## config.mk

```make
export PLATFORM = sky130hd
export DESIGN_NAME = lsu_load_store
export DESIGN_NICKNAME = d
export VERILOG_FILES = /design/src/rtl/rv32i_pkg.sv /design/src/rtl/lsu_load_align.sv /design/src/rtl/lsu_load_store.sv
export SDC_FILE = /design/constraint.sdc
export NUM_CORES = 1
export LEC_CHECK = 0
export CORE_ASPECT_RATIO = 1.1
export CORE_UTILIZATION = 50
export DETAILED_ROUTE_END_ITERATION = 6
export PLACE_DENSITY = 0.87
export SETUP_SLACK_MARGIN = 0.5
export SKIP_CTS_REPAIR_TIMING = 1
export SLEW_MARGIN = 10
export SYNTH_ARGS = -nofsm -noshare
export SYNTH_HDL_FRONTEND = slang
export SYNTH_SLANG_ARGS = --single-unit
```

## constraint.sdc

```tcl
create_clock -name clk -period 11.32 [get_ports clk]
set_input_delay 3.396 -clock clk [delete_from_list [all_inputs] [get_ports clk]]
set_output_delay 3.396 -clock clk [all_outputs]
set_load 0.1 [all_outputs]
```

## src/rtl/rv32i_pkg.sv

```systemverilog
// Shared RV32I load/store definitions: funct3 encodings, LSU state encoding,
// byte-enable patterns and request-checking helpers.
package rv32i_pkg;

  localparam logic [2:0] F3_B  = 3'b000;
  localparam logic [2:0] F3_H  = 3'b001;
  localparam logic [2:0] F3_W  = 3'b010;
  localparam logic [2:0] F3_BU = 3'b100;
  localparam logic [2:0] F3_HU = 3'b101;

  localparam logic [3:0] BE_B = 4'b0001;
  localparam logic [3:0] BE_H = 4'b0011;
  localparam logic [3:0] BE_W = 4'b1111;

  typedef enum logic [1:0] {
    ST_IDLE = 2'd0,
    ST_WAIT = 2'd1,
    ST_DONE = 2'd2
  } lsu_state_e;

  function automatic logic f3_legal(input logic we, input logic [2:0] f3);
    if (we) return (f3 == F3_B) || (f3 == F3_H) || (f3 == F3_W);
    return (f3 == F3_B) || (f3 == F3_H) || (f3 == F3_W) ||
           (f3 == F3_BU) || (f3 == F3_HU);
  endfunction

  // Access size lives in funct3[1:0]; only half and word carry alignment rules.
  function automatic logic addr_misaligned(input logic [2:0] f3, input logic [1:0] off);
    if (f3[1:0] == 2'b01) return off[0];
    if (f3[1:0] == 2'b10) return off != 2'b00;
    return 1'b0;
  endfunction

endpackage

```

## src/rtl/lsu_load_align.sv

```systemverilog
// Load data extraction: picks the addressed byte/half out of the memory word
// and sign- or zero-extends it according to funct3.
module lsu_load_align
  import rv32i_pkg::*;
(
  input  logic [31:0] mem_rdata,
  input  logic [1:0]  offset,
  input  logic [2:0]  funct3,
  output logic [31:0] rdata
);

  logic [31:0] shifted;
  logic [7:0]  byte_sel;
  logic [15:0] half_sel;

  always_comb begin
    shifted  = mem_rdata >> {offset, 3'b000};
    byte_sel = shifted[7:0];
    half_sel = offset[1] ? mem_rdata[31:16] : mem_rdata[15:0];
    rdata    = '0;
    case (funct3)
      F3_B:    rdata = {{24{byte_sel[7]}}, byte_sel};
      F3_H:    rdata = {{16{half_sel[15]}}, half_sel};
      F3_W:    rdata = mem_rdata;
      F3_BU:   rdata = {24'd0, byte_sel};
      F3_HU:   rdata = {16'd0, half_sel};
      default: rdata = '0;
    endcase
  end

endmodule

```

## src/rtl/lsu_load_store.sv

```systemverilog
// Load/store unit: checks a request, issues one word-aligned bus transaction
// with byte enables, waits for mem_ready (or times out) and reports via done.
module lsu_load_store
  import rv32i_pkg::*;
#(
  parameter int WIDTH          = 32,
  parameter int TIMEOUT_CYCLES = 255
) (
  input  logic             clk,
  input  logic             reset,
  input  logic             req_valid,
  input  logic             req_we,
  input  logic [2:0]       req_funct3,
  input  logic [WIDTH-1:0] req_addr,
  input  logic [WIDTH-1:0] req_wdata,
  output logic             busy,
  output logic             done,
  output logic [WIDTH-1:0] rdata,
  output logic             misaligned,
  output logic             illegal,
  output logic             bus_err,
  output logic             mem_req,
  output logic             mem_we,
  output logic [3:0]       mem_be,
  output logic [WIDTH-1:0] mem_addr,
  output logic [WIDTH-1:0] mem_wdata,
  input  logic [WIDTH-1:0] mem_rdata,
  input  logic             mem_ready
);

  localparam logic [15:0] CNT_LAST = 16'(TIMEOUT_CYCLES - 1);

  lsu_state_e       state_q, state_d;
  logic [15:0]      cnt_q, cnt_d;
  logic [2:0]       f3_q, f3_d;
  logic [1:0]       off_q, off_d;
  logic [WIDTH-1:0] rdata_q, rdata_d;
  logic             mis_q, mis_d;
  logic             ill_q, ill_d;
  logic             berr_q, berr_d;
  logic             mem_we_q, mem_we_d;
  logic [3:0]       mem_be_q, mem_be_d;
  logic [WIDTH-1:0] mem_addr_q, mem_addr_d;
  logic [WIDTH-1:0] mem_wdata_q, mem_wdata_d;

  logic [WIDTH-1:0] load_data;
  logic [3:0]       lane_be;
  logic [WIDTH-1:0] lane_wdata;

  lsu_load_align u_align (
    .mem_rdata (mem_rdata),
    .offset    (off_q),
    .funct3    (f3_q),
    .rdata     (load_data)
  );

  // Lane placement for the incoming request; loads drive no write data.
  always_comb begin
    lane_be    = BE_W;
    lane_wdata = req_wdata;
    case (req_funct3[1:0])
      2'b00: begin
        lane_be    = BE_B << req_addr[1:0];
        lane_wdata = {4{req_wdata[7:0]}};
      end
      2'b01: begin
        lane_be    = BE_H << req_addr[1:0];
        lane_wdata = {2{req_wdata[15:0]}};
      end
      default: begin
        lane_be    = BE_W;
        lane_wdata = req_wdata;
      end
    endcase
    if (!req_we) lane_wdata = '0;
  end

  always_comb begin
    state_d     = state_q;
    cnt_d       = cnt_q;
    f3_d        = f3_q;
    off_d       = off_q;
    rdata_d     = rdata_q;
    mis_d       = mis_q;
    ill_d       = ill_q;
    berr_d      = berr_q;
    mem_we_d    = mem_we_q;
    mem_be_d    = mem_be_q;
    mem_addr_d  = mem_addr_q;
    mem_wdata_d = mem_wdata_q;

    case (state_q)
      ST_IDLE: begin
        if (req_valid) begin
          rdata_d = '0;
          mis_d   = 1'b0;
          ill_d   = 1'b0;
          berr_d  = 1'b0;
          cnt_d   = '0;
          f3_d    = req_funct3;
          off_d   = req_addr[1:0];
          // An illegal encoding masks any alignment complaint.
          if (!f3_legal(req_we, req_funct3)) begin
            ill_d   = 1'b1;
            state_d = ST_DONE;
          end else if (addr_misaligned(req_funct3, req_addr[1:0])) begin
            mis_d   = 1'b1;
            state_d = ST_DONE;
          end else begin
            mem_we_d    = req_we;
            mem_be_d    = lane_be;
            mem_addr_d  = {req_addr[WIDTH-1:2], 2'b00};
            mem_wdata_d = lane_wdata;
            state_d     = ST_WAIT;
          end
        end
      end
      ST_WAIT: begin
        if (mem_ready) begin
          if (!mem_we_q) rdata_d = load_data;
          state_d = ST_DONE;
        end else if (cnt_q == CNT_LAST) begin
          berr_d  = 1'b1;
          state_d = ST_DONE;
        end else begin
          cnt_d = cnt_q + 16'd1;
        end
      end
      ST_DONE: begin
        cnt_d   = '0;
        state_d = ST_IDLE;
      end
      default: state_d = ST_IDLE;
    endcase
  end

  always_ff @(posedge clk or posedge reset) begin
    if (reset) begin
      state_q     <= ST_IDLE;
      cnt_q       <= '0;
      f3_q        <= '0;
      off_q       <= '0;
      rdata_q     <= '0;
      mis_q       <= 1'b0;
      ill_q       <= 1'b0;
      berr_q      <= 1'b0;
      mem_we_q    <= 1'b0;
      mem_be_q    <= '0;
      mem_addr_q  <= '0;
      mem_wdata_q <= '0;
    end else begin
      state_q     <= state_d;
      cnt_q       <= cnt_d;
      f3_q        <= f3_d;
      off_q       <= off_d;
      rdata_q     <= rdata_d;
      mis_q       <= mis_d;
      ill_q       <= ill_d;
      berr_q      <= berr_d;
      mem_we_q    <= mem_we_d;
      mem_be_q    <= mem_be_d;
      mem_addr_q  <= mem_addr_d;
      mem_wdata_q <= mem_wdata_d;
    end
  end

  assign busy       = (state_q != ST_IDLE);
  assign done       = (state_q == ST_DONE);
  assign mem_req    = (state_q == ST_WAIT);
  assign rdata      = rdata_q;
  assign misaligned = mis_q;
  assign illegal    = ill_q;
  assign bus_err    = berr_q;
  assign mem_we     = mem_we_q;
  assign mem_be     = mem_be_q;
  assign mem_addr   = mem_addr_q;
  assign mem_wdata  = mem_wdata_q;

endmodule

```

==> results of run 1 <==
-- cells in the final DEF, fill, tap and decap left out, drive strengths merged, types with 5 or more instances in the layout --
cell type / instances
clkbuf: 21
o21ai: 86
nor2: 14
mux2i: 24
clkdlybuf4s50: 208
a21oi: 13
clkinv: 5
nand2: 130
dfrtp: 125
nand2b: 7
a2bb2oi: 8
a211oi: 22
inv: 6
nand3: 5
mux2: 61
a221oi: 8
-- layout make-up --
type / count / area, µm² / area share (%)
Sequential cell: 125 / 3130 / 34.8
Inverter: 6 / 25.0 / 0.278
Clock buffer: 21 / 470 / 5.23
Timing Repair Buffer: 212 / 2110 / 23.5
Multi-Input combinational cell: 434 / 2900 / 32.3
Clock inverter: 11 / 164 / 1.82
Tap cell: 154 / 193 / 2.14
-- kinds of logic after synthesis --
group,share of synthesized area (%)
flip-flops,50.0
AND/OR/NAND/NOR,14.3
buffers and inverters,3.90
other,0.0599
adder cells (fa/ha/maj),0.400
multiplexers,16.2
AO/OA/AOI/OAI,15.1
-- per-stage QoR --
step / util [%] / area [µm²]
after floorplan: - / 6260
after CTS: 74.0 / 8990
after global placement: 68.8 / 8350
after detailed placement: 68.8 / 8350
final: 74.1 / 8990
after global routing: 74.1 / 8990
-- tightest hold or removal path: stages, from the launching register on --
cell and delay [ns]:
dfrtp_1 0.34, nand2_1 0.04, o21ai_0 0.06
-- power groups by stage --
stage | sequential (mW) | clock, mW | combinational, mW
floorplan | 1.22 | 0 | 0.255
global placement | 0.610 | 0 | 1.13
detailed placement | 0.616 | 0 | 1.14
CTS | 0.612 | 0.589 | 1.15
global route | 0.625 | 0.610 | 1.19
finish | 0.613 | 0.583 | 1.15
-- path summary, 6_finish.rpt --
kind | start | end | slack (ns)
worst max-delay path | state_q[0] | mem_req | 5.08
worst min-delay path | rdata[20] | rdata[20] | 0.48
worst max register to register | state_q[1] | mem_addr[19] | 8.56
worst min register to register | rdata[20] | rdata[20] | 0.48
max in group asynchronous | reset | cnt_q[8] | 6.55
min in group asynchronous | reset | mem_addr[15] | 3.51
-- sequential cells by signal, indices dropped and copies added, names as in the netlist --
name,flops
mem_wdata,32
mem_addr,30
rdata,32
off_q,2
mem_we,1
misaligned,1
mem_be,4
state_q,2
bus_err,1
cnt_q,16
illegal,1
f3_q,3
-- per-layer routing --
metal / wire length [µm] / up-vias / global-route usage (%)
li1: - / 2543 / -
met1: 6760 / 2656 / 33.0
met2: 8900 / 282 / 48.7
met3: 1790 / 37 / 10.8
met4: 522 / 0 / 13.2
met5: 0 / - / 0
==> results.txt, run 1 <==
----------------------------------------------------
[Detailed routing]
  Routed via count ... roughly 5,500
  Total Routed Length ... 18,000 µm
  DRC ... 0
  DRC violation total after the first TritonRoute iteration ... slightly below 400
  Number of nets still failing antenna checks after routing ... 0
  Wirelength per Cell ... approximately 19 µm
  First-pass DRT Iterations ... 5
  Vias per Instance ... about 5.7

[Timing]
  Final-layout worst hold slack ... ~0.48 ns
  Setup Total Neg Slack ... 0 ns
  Fin. Hold Viols ... 0
  Period minus WS final ... between 6 and 7 ns
  Period utilisation layout ... between 50 and 60%
  Unrepaired setup endpoints after global routing ... false
  Slew @ Worst Pin ... about 1.2 ns
  Top achievable clock speed ... about 160 MHz
  Worst clock skew on the final layout ... a little under 0.006 ns
  Final critical-path setup slack ... 5.08 ns
  Number of setup violations in the final report ... 0
  Rel. slew slack ... about 18%
  Final Max Slew Viols ... 0

[Synthesis]
  Most used DFF post-synth ... dfrtp_1
  Total of warnings raised by yosys ... 0
  Synth cell count leaders ... nand2_1 (130), dfrtp_1 (125), o21ai_0 (74), mux2_2 (44), clkbuf_1 (28)
  FF+latch count, synth ... about 130
  Count of different cell masters after synthesis ... 55
  Synth Area per Inst ... 10.3 µm²
  Gate Count Post-Synth ... just over 600
  Top-count cell post-synth ... nand2_1
  Area share of the largest cell type after synthesis ... around 50%
  Synthesized area ... about 0.0063 mm²
  Number of flops mapped to enable cells by yosys ... 0
  Share of flip-flops with an asynchronous set or reset ... 100%
  Sequential share of the synthesized area ... about half
  Top post-synthesis cells by area ... dfrtp_1 (50%), mux2_2 (7.9%), nand2_1 (7.8%)
  Post-synthesis cell type with the largest combined area ... dfrtp_1

[GRT]
  Largest net degree at the start of global routing ... roughly 80
  Final global-route overflow total ... 0
  Vias in the first global route ... between 5,000 and 6,000
  Global-route wire length before repair ... approximately 29,000 µm
  Number of antenna violations at the first check in global routing ... 0
  Global router's overall resource usage ... between 20% and 30%

[Critical path]
  Cell count of the worst reg-to-reg path ... 4
  Nature of the critical path endpoint ... output port
  Count of cell instances traversed by the critical path ... 2
  Critical Path Slowest Stage Cell ... clkdlybuf4s50_1
  Max incr delay on CP ... around 1.3 ns
  Start-to-end type of the worst setup path ... reg -> out
  Crit path cell chain ... nor2b_1 -> clkdlybuf4s50_1
  Gate family responsible for the most delay along the worst path ... buffers and inverters
  Data required, critical path ... approximately 8 ns
  Maximum net fanout on the critical path ... 11
  Arrival @ worst endpoint ... approximately 2.8 ns
  Count of buffering cells on the critical path with inverters included ... 1
  Element type at the critical path start ... flop

[Hold path]
  Kind of path behind the tightest hold check ... reg -> reg
  WHS Path Cells ... 2

[Placed design]
  Number of input and output port buffers inserted ... around 210
  Post-placement cell count ... ~930
  Worst slack at placement ... roughly 4.7 ns
  Placer congestion estimate ... ~0.84
  Half-perimeter wire length of the detailed placement result ... roughly 12,000 µm

[Power and ir drop]
  Final total power ... approximately 2.3 mW
  Fraction of power spent switching nets ... between 40% and 50%
  Part of the total power dissipated in sequential elements ... 26.1%
  Power spent charging and discharging nets ... roughly 1.1 mW
  Power per unit of standard cell area ... roughly 260 mW/mm²
  Fraction of power consumed by the clock network ... between 20% and 30%
  Share of total power in combinational logic ... around half
  Leakage ... 3.81 nW
  Cell-internal power ... about 1.2 mW
  Peak VDD IR ... between 200 and 300 µV

[Clock tree]
  Cell chosen for the clock root ... clkbuf_16
  Clk sinks ... 125
  CTS max path bufs ... 2
  TritonCTS clock tree ... built
  Worst skew pair latency ... approximately 0.41 ns
  Clock buffers created by TritonCTS ... 17
  H-tree depth ... 4
  Clock slew seen by the registers of the worst setup and hold paths ... ~0.05 ns

[Cells and area]
  Number of fill cells in the layout ... about 800
  Fraction of layout cells with a size suffix above 1 ... around 14%
  Number of nets in the layout ... ~900
  Number of cells in the finished layout apart from fillers ... ~960
  Layout-stage area growth over the synthesis result ... 43.7%
  Ant diodes ... 0

[Status]
  Result of the run ... finished clean

[Flow run]
  Max-cap viol count ... 0

[Die]
  CORE AREA ... roughly 0.012 mm²
  Number of primary I/O pins ... ~210
  Die Span X ... around 110 µm
  Core Rows ... 42
  Die Footprint ... between 0.01 and 0.015 mm²
  Starting density of the core ... 51.5%
  Die height ... 119 µm

----------------------------------------------------
Note: power is estimated with default switching activity, not from simulation.
==> run 2: changes to the inputs <==
Settings changed: CORE_UTILIZATION 50 to 42, PLACE_DENSITY 0.87 to 0.78.
Clock period 11.32 ns to 5.7 ns, I/O delays scaled along.
==> results.txt, run 2 (synthesis gave the netlist of run 1 again) <==
----------------------------------------------------
[Critical path]
  Count of buffering cells on the critical path with inverters included ... 1 (unchanged)
  Maximum net fanout on the critical path ... 11 (unchanged)
  Element type at the critical path start ... flop (unchanged)
  Start-to-end type of the worst setup path ... reg -> out (unchanged)
  Gate family responsible for the most delay along the worst path ... buffers and inverters (unchanged)
  Arrival @ worst endpoint ... 2.71 ns (was 2.84 ns)
  Max incr delay on CP ... 1.26 ns (was 1.27 ns)
  Critical Path Slowest Stage Cell ... clkdlybuf4s50_1 (unchanged)
  Crit path cell chain ... nor2b_1 -> clkdlybuf4s50_1 (unchanged)
  Nature of the critical path endpoint ... output port (unchanged)
  Data required, critical path ... 3.99 ns (was 7.92 ns)

[Die]
  Number of primary I/O pins ... 211 (unchanged)
  Die height ... 130 µm (was 119 µm)
  Core Rows ... 46 (was 42)
  CORE AREA ... 0.0145 mm² (was 0.0121 mm²)
  Starting density of the core ... 43.1% (was 51.5%)
  Die Span X ... 118 µm (was 109 µm)
  Die Footprint ... 0.0154 mm² (was 0.0130 mm²)

[GRT]
  Final global-route overflow total ... 0 (unchanged)
  GR met3 Demand/Resource ... 7.60% (was 10.8%)
  Global-route wire length before repair ... 28,200 µm (was 28,600 µm)
  Busiest layer in global routing ... met2 (unchanged)
  Number of antenna violations at the first check in global routing ... 1 (was 0)
  Met1 layer usage reported by global route ... 27.6% (was 33.0%)
  Met2 layer usage reported by global route ... 39.4% (was 48.7%)
  Vias in the first global route ... 5,550 (was 5,582)
  Largest net degree at the start of global routing ... 78 (was 81)
  Global router's overall resource usage ... 23.7% (was 29.3%)

[Detailed routing]
  DRC ... 0 (unchanged)
  Total Routed Length ... 18,000 µm (about the same)
  Number of nets still failing antenna checks after routing ... 0 (unchanged)
  Routed via count ... 5,453 (was 5,518)
  Vias per Instance ... 5.43 (was 5.73)
  First-pass DRT Iterations ... 5 (unchanged)
  DRC violation total after the first TritonRoute iteration ... 429 (was 398)
  Wirelength per Cell ... 17.9 µm (was 18.7 µm)

[Cells and area]
  Most common library cell in the layout ignoring fill and taps ... clkdlybuf4s50_1 (unchanged)
  Area of combinational cells with multiple inputs ... 0.00290 mm² (about the same)
  Fraction of layout cells with a size suffix above 1 ... 14.3% (was 13.8%)
  Number of fill cells in the layout ... 1,202 (was 802)
  Area of all sequential standard cells ... 0.00313 mm² (unchanged)
  Layout-stage area growth over the synthesis result ... 45.5% (was 43.7%)
  Number of nets in the layout ... 905 (was 902)
  Most frequent cells in the layout ... clkdlybuf4s50_1 (208), nand2_1 (130), dfrtp_1 (125) (unchanged)

[Timing]
  Period utilisation layout ... between 70% and 80%
  Final Max Slew Viols ... 0 (unchanged)
  Setup Total Neg Slack ... 0 ns (unchanged)
  Period minus WS final ... approximately 4.4 ns
  Worst clock skew on the final layout ... 0.00728 ns (was 0.00578 ns)
  Top achievable clock speed ... around 230 MHz
  Rel. slew slack ... 20.1% (was 17.7%)
  Final critical-path setup slack ... 1.28 ns (was 5.08 ns)
  Slew @ Worst Pin ... 1.19 ns (was 1.23 ns)
  Fin. Hold Viols ... 0 (unchanged)
  Unrepaired setup endpoints after global routing ... false (unchanged)
  Final-layout worst hold slack ... 0.478 ns (was 0.479 ns)
  Number of setup violations in the final report ... 0 (unchanged)

[Status]
  Result of the run ... finished clean (unchanged)

[Clock tree]
  Clk sinks ... 125 (unchanged)
  Cell chosen for the clock root ... clkbuf_16 (unchanged)
  Worst skew pair latency ... 0.42 ns (was 0.41 ns)
  Clock buffers created by TritonCTS ... 17 (unchanged)
  Clock slew seen by the registers of the worst setup and hold paths ... 0.05 ns (about the same)
  TritonCTS clock tree ... built (unchanged)
  CTS max path bufs ... 2 (unchanged)
  H-tree depth ... 4 (unchanged)

[Flow run]
  Max-cap viol count ... 0 (unchanged)

[Placed design]
  Placer congestion estimate ... 0.905 (was 0.837)
  Half-perimeter wire length of the detailed placement result ... 13,000 µm (was 12,500 µm)
  Number of input and output port buffers inserted ... 208 (unchanged)
  Worst slack at placement ... 1.20 ns (was 4.72 ns)

[Power and ir drop]
  Peak VDD IR ... 435 µV (was 257 µV)
  Fraction of power spent switching nets ... 47.3% (was 47.7%)
  Final total power ... 4.71 mW (was 2.35 mW)
  Fraction of power consumed by the clock network ... 25.7% (was 24.9%)
  Cell-internal power ... 2.48 mW (was 1.23 mW)
  Leakage ... 3.84 nW (was 3.81 nW)
  Share of total power in combinational logic ... 48.5% (was 49.0%)
  Power spent charging and discharging nets ... 2.23 mW (was 1.12 mW)
  Power per unit of standard cell area ... 517 mW/mm² (was 261 mW/mm²)
  Part of the total power dissipated in sequential elements ... 25.8% (was 26.1%)

[Hold path]
  Kind of path behind the tightest hold check ... reg -> reg (unchanged)

----------------------------------------------------
run 2: changes by cell type in the layout (fill, tap and decap cells not counted), sizes merged:
cell    delta
buf        +3
clkbuf     -2
bufinv     +1
clkinv     +1
diode      +1
run 2: path summary, 6_finish.rpt:
kind | start | end | slack (ns) | cells past startpoint
min reg2reg | mem_wdata[31] | mem_wdata[31] | 0.48 | 2
min | mem_wdata[31] | mem_wdata[31] | 0.48 | 2
max in group asynchronous | reset | rdata[17] | 2.92 | 3
max | state_q[0] | mem_req | 1.28 | 2
max reg2reg | off_q[1] | rdata[22] | 3.05 | 4
min in group asynchronous | reset | rdata[8] | 1.84 | 2
run 2: layer usage:
layer	share of wire [%]	vias to the layer above	routed length, µm
li1	-	2533	-
met1	40	2623	7160
met2	49	258	8800
met3	8.4	39	1510
met4	3.0	0	543
met5	0	-	0
run 2: area by class of cell:
type	count	share of cell area [%]
tap	192	2.64
clock buffer	19	4.97
multi-input combinational	434	31.8
clock inverter	13	2.35
sequential	125	34.4
timing repair buffer	215	23.6
antenna	1	0.0275
inverter	6	0.275
run 2: power groups by stage:
stage / clock (mW) / sequential [mW] / combinational [mW]
final: 1.21 / 1.22 / 2.28
after global routing: 1.27 / 1.24 / 2.36
after CTS: 1.23 / 1.22 / 2.29
after detailed placement: 0 / 1.23 / 2.29
after global placement: 0 / 1.22 / 2.26
after floorplan: 0 / 2.43 / 0.506
run 2: through the flow:
step / instances / area (µm²) / util [%]
after floorplan: 610 / 6260 / -
after global placement: 972 / 8440 / 58.2
after detailed placement: 972 / 8440 / 58.2
after CTS: 1004 / 9100 / 62.8
after global routing: 1005 / 9110 / 62.8
final: 1005 / 9110 / 62.8
run 2: worst register-to-register path, stage by stage, from the launching register on:
cell	delay, ns
dfrtp_1	0.90
mux2i_1	0.29
nor2_1	0.97
a211oi_1	0.14
o21ai_0	0.25
==> RTL edit, RTL diff (config.mk and constraints of run 2) <==
Encoding of `lsu_state_e`: now one-hot (3 bits for 3 states).
--- a/src/rtl/rv32i_pkg.sv
+++ b/src/rtl/rv32i_pkg.sv
@@ -14,6 +14,6 @@
 
-  typedef enum logic [1:0] {
-    ST_IDLE = 2'd0,
-    ST_WAIT = 2'd1,
-    ST_DONE = 2'd2
+  typedef enum logic [2:0] {
+    ST_IDLE = 3'b001,
+    ST_WAIT = 3'b010,
+    ST_DONE = 3'b100
   } lsu_state_e;
Check against the original RTL: same outputs for any inputs over 4 cycles, from zero or initial values and one cycle with reset high; so few cycles prove little.
==> RTL edit against run 2 <==
  * Clock power shrank 9.9%
  * Design area shrank 4.1%
  * Area after synthesis shrank 5.3%
  * Wire length shrank 5.2%
  * Sequential share of layout area grew 1.8 points
  * Total power grew 4.8%
  * Sequential power grew 5%
  * Critical path depth grew 1
  * Utilization grew 0.54 points
  * Sequential cell count grew 1
  * Maximum frequency grew 0.74%
  * Die area shrank 5.2%
  * Worst setup slack gained 0.032 ns
  * Cell count shrank 2.9%
==> RTL edit: results (changes against run 2) <==
[status]
status=finished clean

[critical_path]
rrSetupSlack_ns=3.17  ; +0.12 ns
rr_endpoint=cnt_q[7]$_DFFE_PP0P_
reg2reg_depth=5  ; +1
cp.arrival_ns=2.68  ; -0.03 ns
timing.rr.start=state_q[0]$_DFFE_PP1P_
cp_max_fo=5  ; -6

[hold_path]
hold_path.startpoint=mem_wdata[14]$_DFFE_PP0P_
holdPathStages=2  ; unchanged
hold_class=flop to flop
hold_end=mem_wdata[14]$_DFFE_PP0P_

[global_routing]
grt_pass1_vias=5508  ; -0.76%
grtUsageMet3_pct=9.890  ; +2.3 points
met1_usage_pct=28.84  ; +1.3 points
grt_usage_pct=24.69  ; +1.0 points
antenna_found_initial=0  ; -1
grt_max_degree=85  ; +9.0%
use_met2_pct=41.00  ; +1.6 points
grt_pass1_wl_um=27700  ; -1.6%

[drt]
m1WireLength_um=6713  ; -6.2%
drt_iter0_markers=265  ; -38%
wl_um=17070  ; -5.2%
top_layer=met4
met3_length_um=1481  ; -1.7%
via_per_inst=5.377  ; -0.90%
met2WireLength_um=8511  ; -3.3%
dr.pass1.iters=5  ; unchanged

[place]
dpl_worst_slack_ns=1.392  ; +0.1972 ns
gp_congestion=0.8672  ; -4.2%
placed_area_sq_um=8139  ; -3.5%
portBuffers=208  ; unchanged
dp_hpwl_um=12580  ; -3.2%

[clock_tree]
clk-insertion-delay-late_ns=0.42  ; about the same
root_buffer=clkbuf_16
htreeDepth=4  ; unchanged
cts_buffers=17  ; unchanged
cts_max_path_buffers=2  ; unchanged
clk_pin_slew_ns=0.06

[sta]
worstMarginPinSlew_ns=1.102  ; -0.09179 ns
whs_ns=0.4784  ; +0.0003150 ns
finClkSkew_ns=0.01172  ; +0.004438 ns

[yosys]
ys_types=49  ; -11%
ys_warn_count=0  ; unchanged
ys_async_sr_fraction_pct=100.0  ; unchanged
ys_seq_area_share_pct=53.22  ; +3.2 points
yosys-top-cells-count=dfrtp_1, nand2_1, o21ai_0, mux2_2, clkbuf_1
synth_area_leaders=dfrtp_1, mux2_2, nand2_1

[cells_and_area]
fillers=1105  ; -8.1%
drive_gt1_share_pct=11.80  ; -2.5 points
antenna_cells=0  ; -1
fin_nets=882  ; -2.5%

[power_and_ir_drop]
ir_drop_v=0.0005530  ; +27%
cellLeakagePower_nw=3.733  ; -2.8%

-- RTL edit: area by class of cell --
type                            count  area (sq um)  share of cell area [%]
Clock buffer                       22         454.2                   5.199
Sequential cell                   126          3154                   36.11
Timing Repair Buffer              213          2120                   24.26
Multi-Input combinational cell    412          2610                   29.88
Inverter                            6         25.02                  0.2865
Clock inverter                      9         137.6                   1.575
Tap cell                          188         235.2                   2.693
-- RTL edit: per-stage QoR --
stage / cells / total power [mW]
floorplan: 582 / 3.190
global placement: 945 / 3.816
detailed placement: 945 / 3.856
CTS: 976 / 4.955
global route: 976 / 5.116
finish: 976 / 4.932
-- RTL edit: kinds of logic after synthesis --
family                   count (synthesis)  synth area share [%]
AO/OA/AOI/OAI                          145                 15.52
XOR/XNOR                                 6                0.8868
adder cells (fa/ha/maj)                  2                0.4221
buffers and inverters                   44                 3.061
flip-flops                             126                 53.22
multiplexers                            59                 11.00
other                                    1               0.06327
AND/OR/NAND/NOR                        198                 15.83
-- RTL edit: power by group --
part	internal (mW)	switching [mW]
sequential	1.12	0.160
clock	0.698	0.388
combinational	0.614	1.95
-- RTL edit: worst max-delay path by stage --
stage                                start                   endpoint  slack [ns]  depth (start not counted)
floorplan                            reset        bus_err$_DFFE_PP0P_        0.64                          1
global placement             req_funct3[0]   mem_wdata[0]$_DFFE_PP0P_        1.50                          6
detailed placement           req_funct3[0]  mem_wdata[15]$_DFFE_PP0P_        1.39                          6
CTS                 state_q[2]$_DFFE_PP0P_                    mem_req        1.31                          3
global route        state_q[2]$_DFFE_PP0P_                    mem_req        1.21                          3
finish              state_q[2]$_DFFE_PP0P_                    mem_req        1.31                          3
-- RTL edit: critical path: stages (launching register included) --
cell	delay [ns]
dfrtp_1	0.44
or3b_1	0.47
inv_1	0.20
clkdlybuf4s50_1	1.16
